==> src/rtl/irq_controller_pkg.sv <==
// Shared register map, vector FSM encoding and address-decode helper for the
// multi-source interrupt controller.
package irq_controller_pkg;

  localparam logic [1:0] REG_PENDING = 2'd0;
  localparam logic [1:0] REG_ENABLE  = 2'd1;
  localparam logic [1:0] REG_TRIGGER = 2'd2;
  localparam logic [1:0] REG_ACTIVE  = 2'd3;

  typedef enum logic [1:0] {
    ST_IDLE     = 2'd0,
    ST_PRESENT  = 2'd1,
    ST_WAIT_ACK = 2'd2
  } vec_state_t;

  // Window hit: 32-byte block matches the base and the access is 8-byte aligned.
  function automatic logic addr_hit(input logic [63:0] addr, input logic [63:0] base);
    return (addr[63:5] == base[63:5]) && (addr[2:0] == 3'b000);
  endfunction

endpackage

==> src/rtl/irq_controller_if.sv <==
// CPU-side bus and interrupt handshake bundle between the CPU (master) and the
// interrupt controller (slave).
interface irq_controller_if #(
  parameter int VEC_W = 4
);
  import irq_controller_pkg::*;

  logic [63:0]      bus_address;
  logic [63:0]      bus_write_data;
  logic             bus_write_enable;
  logic             bus_read_enable;
  logic [63:0]      bus_read_data;
  logic [VEC_W-1:0] interrupt_vector;
  logic             interrupt_ack;

  modport master (
    output bus_address, bus_write_data, bus_write_enable, bus_read_enable, interrupt_ack,
    input  bus_read_data, interrupt_vector
  );

  modport slave (
    input  bus_address, bus_write_data, bus_write_enable, bus_read_enable, interrupt_ack,
    output bus_read_data, interrupt_vector
  );

endinterface

==> src/rtl/irq_controller_prio_enc.sv <==
// Fixed-priority encoder: the lowest set request index wins.
module irq_controller_prio_enc #(
  parameter int N_SRC = 4,
  parameter int VEC_W = 4
) (
  input  logic [N_SRC-1:0] req,
  output logic             valid,
  output logic [VEC_W-1:0] idx
);

  // Scan from the top down so the last hit (lowest index) is the one kept.
  always_comb begin
    valid = 1'b0;
    idx   = '0;
    for (int k = N_SRC - 1; k >= 0; k--) begin
      if (req[k]) begin
        valid = 1'b1;
        idx   = VEC_W'(k);
      end
    end
  end

endmodule

==> src/rtl/irq_controller.sv <==
// Bus-mapped interrupt controller: per-source edge/level latching, masking,
// fixed-priority presentation and edge-qualified acknowledge.
module irq_controller
  import irq_controller_pkg::*;
#(
  parameter int               N_SRC     = 4,
  parameter int               VEC_W     = 4,
  parameter logic [63:0]      BASE_ADDR = 64'h0000_3000,
  parameter logic [N_SRC-1:0] EDGE_RST  = {N_SRC{1'b1}},
  parameter logic [N_SRC-1:0] EN_RST    = {N_SRC{1'b0}}
) (
  input  logic             clk,
  input  logic             reset_n,
  input  logic [N_SRC-1:0] irq_src,
  irq_controller_if.slave  bus
);

  logic [N_SRC-1:0] pending, enable, trigger, src_hist;
  logic [N_SRC-1:0] set_vec, w1c_vec, retire_vec;
  logic [VEC_W-1:0] vector, win_idx;
  logic             win_valid;
  logic             wr_sel, wr_dly, wr_pulse, ack_dly, ack_rise, sel;
  logic [1:0]       reg_idx;
  logic [63:0]      rd_val;
  vec_state_t       state;
  logic             unused_wdata;

  assign unused_wdata = ^bus.bus_write_data[63:N_SRC];

  assign sel      = addr_hit(bus.bus_address, BASE_ADDR);
  assign reg_idx  = bus.bus_address[4:3];
  assign wr_sel   = bus.bus_write_enable && sel;
  assign wr_pulse = wr_sel && !wr_dly;
  assign ack_rise = bus.interrupt_ack && !ack_dly;

  // Edge sources compare against last cycle's sample; level sources pend while high.
  assign set_vec = (trigger & irq_src & ~src_hist) | (~trigger & irq_src);
  assign w1c_vec = (wr_pulse && reg_idx == REG_PENDING) ? bus.bus_write_data[N_SRC-1:0] : '0;

  always_comb begin
    retire_vec = '0;
    for (int k = 0; k < N_SRC; k++)
      retire_vec[k] = (state == ST_PRESENT) && ack_rise && (vector == VEC_W'(k + 1));
  end

  irq_controller_prio_enc #(.N_SRC(N_SRC), .VEC_W(VEC_W)) u_prio_enc (
    .req   (pending & enable),
    .valid (win_valid),
    .idx   (win_idx)
  );

  always_comb begin
    rd_val = '0;
    case (reg_idx)
      REG_PENDING: rd_val[N_SRC-1:0] = pending;
      REG_ENABLE:  rd_val[N_SRC-1:0] = enable;
      REG_TRIGGER: rd_val[N_SRC-1:0] = trigger;
      default:     rd_val[VEC_W-1:0] = vector;
    endcase
  end

  always_ff @(posedge clk or negedge reset_n) begin
    if (!reset_n) begin
      pending       <= '0;
      enable        <= EN_RST;
      trigger       <= EDGE_RST;
      src_hist      <= '0;
      wr_dly        <= 1'b0;
      ack_dly       <= 1'b0;
      bus.bus_read_data <= '0;
    end else begin
      src_hist <= irq_src;
      wr_dly   <= wr_sel;
      ack_dly  <= bus.interrupt_ack;
      pending  <= (pending & ~(w1c_vec | retire_vec)) | set_vec;
      if (wr_pulse && reg_idx == REG_ENABLE)  enable  <= bus.bus_write_data[N_SRC-1:0];
      if (wr_pulse && reg_idx == REG_TRIGGER) trigger <= bus.bus_write_data[N_SRC-1:0];
      bus.bus_read_data <= (bus.bus_read_enable && sel) ? rd_val : 64'd0;
    end
  end

  // Vector FSM: once presented, the vector is frozen until an ack edge retires it.
  always_ff @(posedge clk or negedge reset_n) begin
    if (!reset_n) begin
      state  <= ST_IDLE;
      vector <= '0;
    end else begin
      case (state)
        ST_IDLE: begin
          if (win_valid) begin
            state  <= ST_PRESENT;
            vector <= win_idx + VEC_W'(1);
          end
        end
        ST_PRESENT: begin
          if (ack_rise) begin
            state  <= ST_WAIT_ACK;
            vector <= '0;
          end
        end
        default: begin
          vector <= '0;
          if (!bus.interrupt_ack) state <= ST_IDLE;
        end
      endcase
    end
  end

  assign bus.interrupt_vector = vector;

endmodule

==> src/flat_wrapper.sv <==
// flat-port wrapper written by rule: the top's interface ports become plain ports
module irq_controller_flat import irq_controller_pkg::*;
#(
  parameter int               N_SRC     = 4,
  parameter int               VEC_W     = 4,
  parameter logic [63:0]      BASE_ADDR = 64'h0000_3000,
  parameter logic [N_SRC-1:0] EDGE_RST  = {N_SRC{1'b1}},
  parameter logic [N_SRC-1:0] EN_RST    = {N_SRC{1'b0}}
)
  (clk, reset_n, irq_src, bus_bus_address, bus_bus_write_data, bus_bus_write_enable, bus_bus_read_enable, bus_interrupt_ack, bus_bus_read_data, bus_interrupt_vector);
  irq_controller_if #(.VEC_W(VEC_W)) bus_i ();
  input  logic clk;
  input  logic reset_n;
  input  logic [N_SRC-1:0] irq_src;
  input wire logic [$bits(bus_i.bus_address)-1:0] bus_bus_address;
  input wire logic [$bits(bus_i.bus_write_data)-1:0] bus_bus_write_data;
  input wire logic [$bits(bus_i.bus_write_enable)-1:0] bus_bus_write_enable;
  input wire logic [$bits(bus_i.bus_read_enable)-1:0] bus_bus_read_enable;
  input wire logic [$bits(bus_i.interrupt_ack)-1:0] bus_interrupt_ack;
  output wire logic [$bits(bus_i.bus_read_data)-1:0] bus_bus_read_data;
  output wire logic [$bits(bus_i.interrupt_vector)-1:0] bus_interrupt_vector;
  assign bus_i.bus_address = bus_bus_address;
  assign bus_i.bus_write_data = bus_bus_write_data;
  assign bus_i.bus_write_enable = bus_bus_write_enable;
  assign bus_i.bus_read_enable = bus_bus_read_enable;
  assign bus_i.interrupt_ack = bus_interrupt_ack;
  assign bus_bus_read_data = bus_i.bus_read_data;
  assign bus_interrupt_vector = bus_i.interrupt_vector;
  irq_controller #(.N_SRC(N_SRC), .VEC_W(VEC_W), .BASE_ADDR(BASE_ADDR), .EDGE_RST(EDGE_RST), .EN_RST(EN_RST)) u_core (.clk(clk), .reset_n(reset_n), .irq_src(irq_src), .bus(bus_i));
endmodule
==> config.mk <==
export PLATFORM = sky130hd
export DESIGN_NAME = irq_controller_flat
export DESIGN_NICKNAME = d
export VERILOG_FILES = /design/src/rtl/irq_controller_pkg.sv /design/src/rtl/irq_controller_if.sv /design/src/rtl/irq_controller_prio_enc.sv /design/src/rtl/irq_controller.sv /design/src/flat_wrapper.sv
export SDC_FILE = /design/constraint.sdc
export NUM_CORES = 1
export LEC_CHECK = 0
export BUFFER_PORTS_ARGS = -buffer_cell sky130_fd_sc_hd__buf_4
export CAP_MARGIN = 20
export CORE_AREA = 2 2 79 81
export CTS_CLUSTER_SIZE = 24
export DETAILED_ROUTE_END_ITERATION = 8
export DIE_AREA = 0 0 81 83
export PLACE_DENSITY = 0.81
export SLEW_MARGIN = 20
export SYNTH_ARGS = -nofsm -noshare
export SYNTH_HDL_FRONTEND = slang
export SYNTH_SLANG_ARGS = --single-unit
==> constraint.sdc <==
create_clock -name clk -period 2.4 [get_ports clk]
set_input_delay 0.12 -clock clk [delete_from_list [all_inputs] [get_ports clk]]
set_output_delay 0.12 -clock clk [all_outputs]
set_load 0.05 [all_outputs]
==> results of run 1 <==
## routing by layer
metal / GRT usage [%] / part of all wire (%) / routed length [um]
met1: 13.4 / 37 / 1600
met2: 21.9 / 52 / 2250
met3: 4.46 / 10 / 442
met4: 3.70 / 1.7 / 76
met5: 0 / 0 / 0
## synthesized netlist by cell type (5+ instances only)
library cell  instances  share of area, %
buf_4                62                25
dfrtp_1              23                31
nor4_1               13               4.4
nand2_1               9               1.8
nor2_1                8               1.6
a32o_1                5               2.7
mux2_2                5               3.1
nand3_1               5               1.4
## timing repair
action | in CTS | in global routing
hold buffers | 6 | 0
gates resized for setup | 0 | 0
endpoints found under the hold margin | 28 | 0
## registers in the layout (all words and copies together), names as in the netlist
name,cells
u_core.state,2
u_core.ack_dly,1
u_core.trigger,4
u_core.enable,4
u_core.pending,4
u_core.bus.interrupt_vector,3
u_core.bus.bus_read_data,4
u_core.src_hist,4
u_core.wr_dly,1
## worst max-delay path: cells and delay by family
family,cells,cell delay [ps]
AOI/OAI and AO/OA,1,270
buffers and inverters,2,640
and+or+nand+nor,3,1020
## power by group through the flow
stage,clock (W),combinational (W),sequential (W)
after floorplan,0,0.000304,0.000469
after detailed placement,0,0.000337,0.000469
after global routing,0.000275,0.000363,0.000461
final,0.000254,0.000346,0.000460
after CTS,0.000258,0.000345,0.000460
after global placement,0,0.000332,0.000469
## final cells by class
| cell class | instances | area, um2 |
|---|---|---|
| well taps | 75 | 93.8 |
| flip-flops and latches | 27 | 681 |
| clock buffers | 4 | 45.0 |
| fillers | 592 | 3400 |
| multi-input cells | 149 | 906 |
| repair buffers | 90 | 691 |
| inverters | 1 | 3.75 |
## how the worst min path moves through the flow
stage / cells after the start / endpoint / start
after floorplan: 0 / u_core.ack_dly / reset_n
after global placement: 1 / u_core.pending[1] / reset_n
after detailed placement: 1 / u_core.pending[0] / reset_n
after CTS: 2 / u_core.wr_dly / bus_bus_write_enable
after global routing: 2 / u_core.wr_dly / bus_bus_write_enable
final: 2 / u_core.wr_dly / bus_bus_write_enable
## stage by stage
stage	hold WS [ps]	std cells	area, um2	setup WS, ps
global placement	44.4	336	2310	532
detailed placement	53.3	336	2310	534
floorplan	-176	241	2060	677
finish	67.3	346	2420	512
CTS	68.9	346	2420	508
global route	74.3	346	2420	440
## kinds of logic (layout without fill, tap and decap cells)
group | Yosys count | after routing | synth area share [%]
simple gates | 59 | 59 | 19.4
compound gates | 15 | 15 | 6.19
mux | 13 | 13 | 10.5
fa+ha+maj | 1 | 1 | 0.680
other cells | 1 | 61 | 0.204
buf+inv | 65 | 95 | 26.0
flops | 27 | 27 | 37.0
==> out/results.tsv, run 1 <==
metric	value	unit
status	complete, no violations	
max_stage_delay	640	ps
r2r_slack	550	ps
p_leak	1.20	nW
mostFrequentLayoutCells	buf_4 (84), conb_1 (61), dfrtp_1 (23)	
numClockSinks	27	
r2r-start	u_core.ack_dly	
r2r-end	u_core.pending[3]	
crit_start	bus_interrupt_ack	
hp-class	in2reg	
coreArea	0.00582	mm2
vias	1486	
root_buffer	clkbuf_8	
synthDistinctLibCells	35	
cts_max_path_buffers	2	
required	2560	ps
seq_power_share	43.4	%
path_class	in2reg	
ir_worst_vdd	0.237	mV
ant_nets	0	
slew_viol_final	0	
critPathMaxFanout	5	
reg2reg_depth	4	
die_area	0.00672	mm2
wl	4360	um
fin_crit_sh	78.7	%
finalNetCount	410	
switching_power	0.000388	W
cts_buffers	3	
clock_latency	270	ps
grt_pass1_vias	1469	
drt_iter0_drc	50	
antenna_cells	0	
die_w	81	um
fmax	530	MHz
rsz0062_at_grt	false	
routabilityCongestion	0.835	
p_clk_share	24.0	%
finalSetupViolCount	0	
post_cts_buffers	0	
grt_overflow	0	
slew_headroom	64.0	%
hpwl	3590	um
io_pins	205	
yosysWarnings	0	
htree_levels	1	
synth_top_flop_cell	dfrtp_1	
maxCapViolCount	0	
tns	0	ps
grt_usage	12.3	%
grt_max_degree	28	
fp-row-count	28	
p_int	0.000673	W
startpoint_type	primary input	
crit_path_end_kind	register	
critical_path.cell_chain	dlygate4sd3_1 > buf_4 > nand3b_1 > nand2b_1 > or4b_2 > a32o_1	
swShare	36.6	%
power_density	438	mW/mm2
fin_total_pwr	0.00106	W
finish.utilization	41.6	%
grt_pass1_wl	6550	um
worstPathArrival	2050	ps
layout_commonest_cell	buf_4	
die_h	83	um
syn-mean-instance-area	10.2	um2
routed_via_density	4.29	
p_comb_share	32.6	%
antenna_found_initial	0	
cts_tree	yes	
yosysSeqAreaShare	37.0	%
wire_per_inst	12.6	um
final.min_clock_period	1890	ps
mappedNetlistArea	0.00184	mm2
path_clk_slew	90	ps
start_util	31.6	%
synthArstFlopShare	100	%
hold_violations	0	
syn2layout_area_growth	31.6	%
portBuffers	83	
crit_path_end	u_core.pending[3]	
syn_inst	181	
drt_pre_antenna_iters	4	
skew	1.26	ps
slowest_stage	or4b_2	
drive_gt1_share	39.1	%
ys_ff_latch	27	
synth-edff-count	0	
drc	0	
worst_pin_slew	536	ps
Note: power is estimated with default switching activity, not from simulation.
==> inputs of run 2 (changes only) <==
==> constraint.sdc (replaced) <==
create_clock -name clk -period 1.9 [get_ports clk]
set_input_delay 0.095 -clock clk [delete_from_list [all_inputs] [get_ports clk]]
set_output_delay 0.095 -clock clk [all_outputs]
set_load 0.05 [all_outputs]
==> out/results.tsv, run 2 (synthesis gave the netlist of run 1 again) <==
metric	value	unit	change
min_to	u_core.wr_dly		
maxCapViolCount	0		unchanged
cts_tree	yes		
hold_violations	0		unchanged
status	complete, no violations		
hpwl	3500	um	-2.8%
holdPathStages	2		unchanged
antenna_cells	0		unchanged
grt_max_degree	28		unchanged
wire_per_inst	12.2	um	-3.5%
skew	2.01	ps	+0.751 ps
fp-row-count	28		unchanged
worstPathArrival	1870	ps	-180 ps
r2r-end	u_core.pending[3]		
syn2layout_area_growth	32.4	%	
finalSetupViolCount	0		unchanged
grt_usage	12.3	%	+0.022 points
start_util	31.6	%	unchanged
critPathMaxFanout	4		-1
slew_viol_final	0		unchanged
fmax	588	MHz	
finalNetCount	412		+0.49%
worst_pin_slew	540	ps	+3.91 ps
grt_pass1_vias	1444		-1.7%
layout_commonest_cell	buf_4		
cts_resized	0		unchanged
numClockSinks	27		unchanged
io_pins	205		unchanged
ir_worst_vdd	0.309	mV	+30%
path_clk_slew	90	ps	about the same
routed_via_density	4.30		+0.23%
cts_max_path_buffers	2		unchanged
drt_iter0_drc	101		+100%
reg2reg_depth	4		unchanged
fin_total_pwr	0.00134	W	+27%
wl	4230	um	-3.0%
coreArea	0.00582	mm2	unchanged
grt_pass1_wl	6580	um	+0.41%
final.min_clock_period	1700	ps	
routabilityCongestion	0.832		-0.30%
slew_headroom	63.7	%	-0.26 points
die_w	81	um	unchanged
vias	1498		+0.81%
die_area	0.00672	mm2	unchanged
crit_path_end_kind	register		
p_leak	1.21	nW	+0.69%
startpoint_type	primary input		
htree_levels	1		unchanged
antenna_found_initial	0		unchanged
rsz0062_at_grt	false		
hp-start	bus_bus_write_enable		
finalWorstSetupSlack	200	ps	-313 ps
cts_buffers	3		unchanged
pre_cts_ws	56.8	ps	-477 ps
drc	0		unchanged
r2r-start	u_core.ack_dly		
die_h	83	um	unchanged
clock_latency	280	ps	about the same
fin_crit_sh	89.5	%	
drt_pre_antenna_iters	4		unchanged
path_class	in2reg		
power_density	552	mW/mm2	+26%
ant_nets	0		unchanged
portBuffers	83		unchanged
r2r_slack	200	ps	-350 ps
hp-class	in2reg		
crit_start	bus_interrupt_ack		
root_buffer	clkbuf_8		
grt_overflow	0		unchanged
tns	0	ps	unchanged
mostFrequentLayoutCells	buf_4 (86), conb_1 (61), dfrtp_1 (23)		
post_cts_buffers	0		unchanged
drive_gt1_share	39.6	%	+0.45 points
required	2070	ps	-490 ps
[run 2: report_power, final]
group,internal (W),switching [W]
combinational,0.000120,0.000316
clock,0.000151,0.000175
sequential,0.000580,0.00000148
total,0.000850,0.000493
[run 2: final cells by class]
type / count / area, um2
Fill cell: 590 / 3380
Timing Repair Buffer: 92 / 706
Sequential cell: 27 / 681
Clock buffer: 4 / 45.0
Inverter: 1 / 3.75
Tap cell: 75 / 93.8
Multi-Input combinational cell: 149 / 906
[run 2: how the worst max path moves through the flow]
stage,to,slack [ps],cells after the start
finish,u_core.pending[3],200,6
global route,u_core.pending[3],110,6
CTS,u_core.pending[3],200,4
detailed placement,u_core.enable[2],60,7
floorplan,u_core.pending[3],180,4
global placement,u_core.enable[2],60,7
[run 2: routing by layer]
layer | up-vias | GRT usage, % | wire [um]
met5 | - | 0 | 0
met3 | 7 | 4.35 | 460
met2 | 81 | 20.4 | 2150
met4 | 0 | 4.62 | 61
met1 | 695 | 14.4 | 1560
li1 | 715 | - | -
[run 2: critical path, cell delays in order]
cell	delay, ps
dlygate4sd3_1	520
buf_4	120
nand3b_1	80
nand2b_1	160
or4b_2	630
a32o_1	260
[run 2: repair_timing]
action	4_1_cts	5_1_grt
hold buffers	6	0
endpoints found under the setup margin	0	0
hold endpoints to repair	29	0
[run 2: stage by stage]
| step | util (%) | hold slack (ps) | area [um2] | instances |
|---|---|---|---|---|
| global placement | 40.1 | 18.1 | 2330 | 338 |
| finish | 41.9 | 50.5 | 2430 | 348 |
| CTS | 41.9 | 45.5 | 2430 | 348 |
| detailed placement | 40.1 | 25.3 | 2330 | 338 |
| global route | 41.9 | 55.5 | 2430 | 348 |
| floorplan | - | -201 | 2060 | 241 |
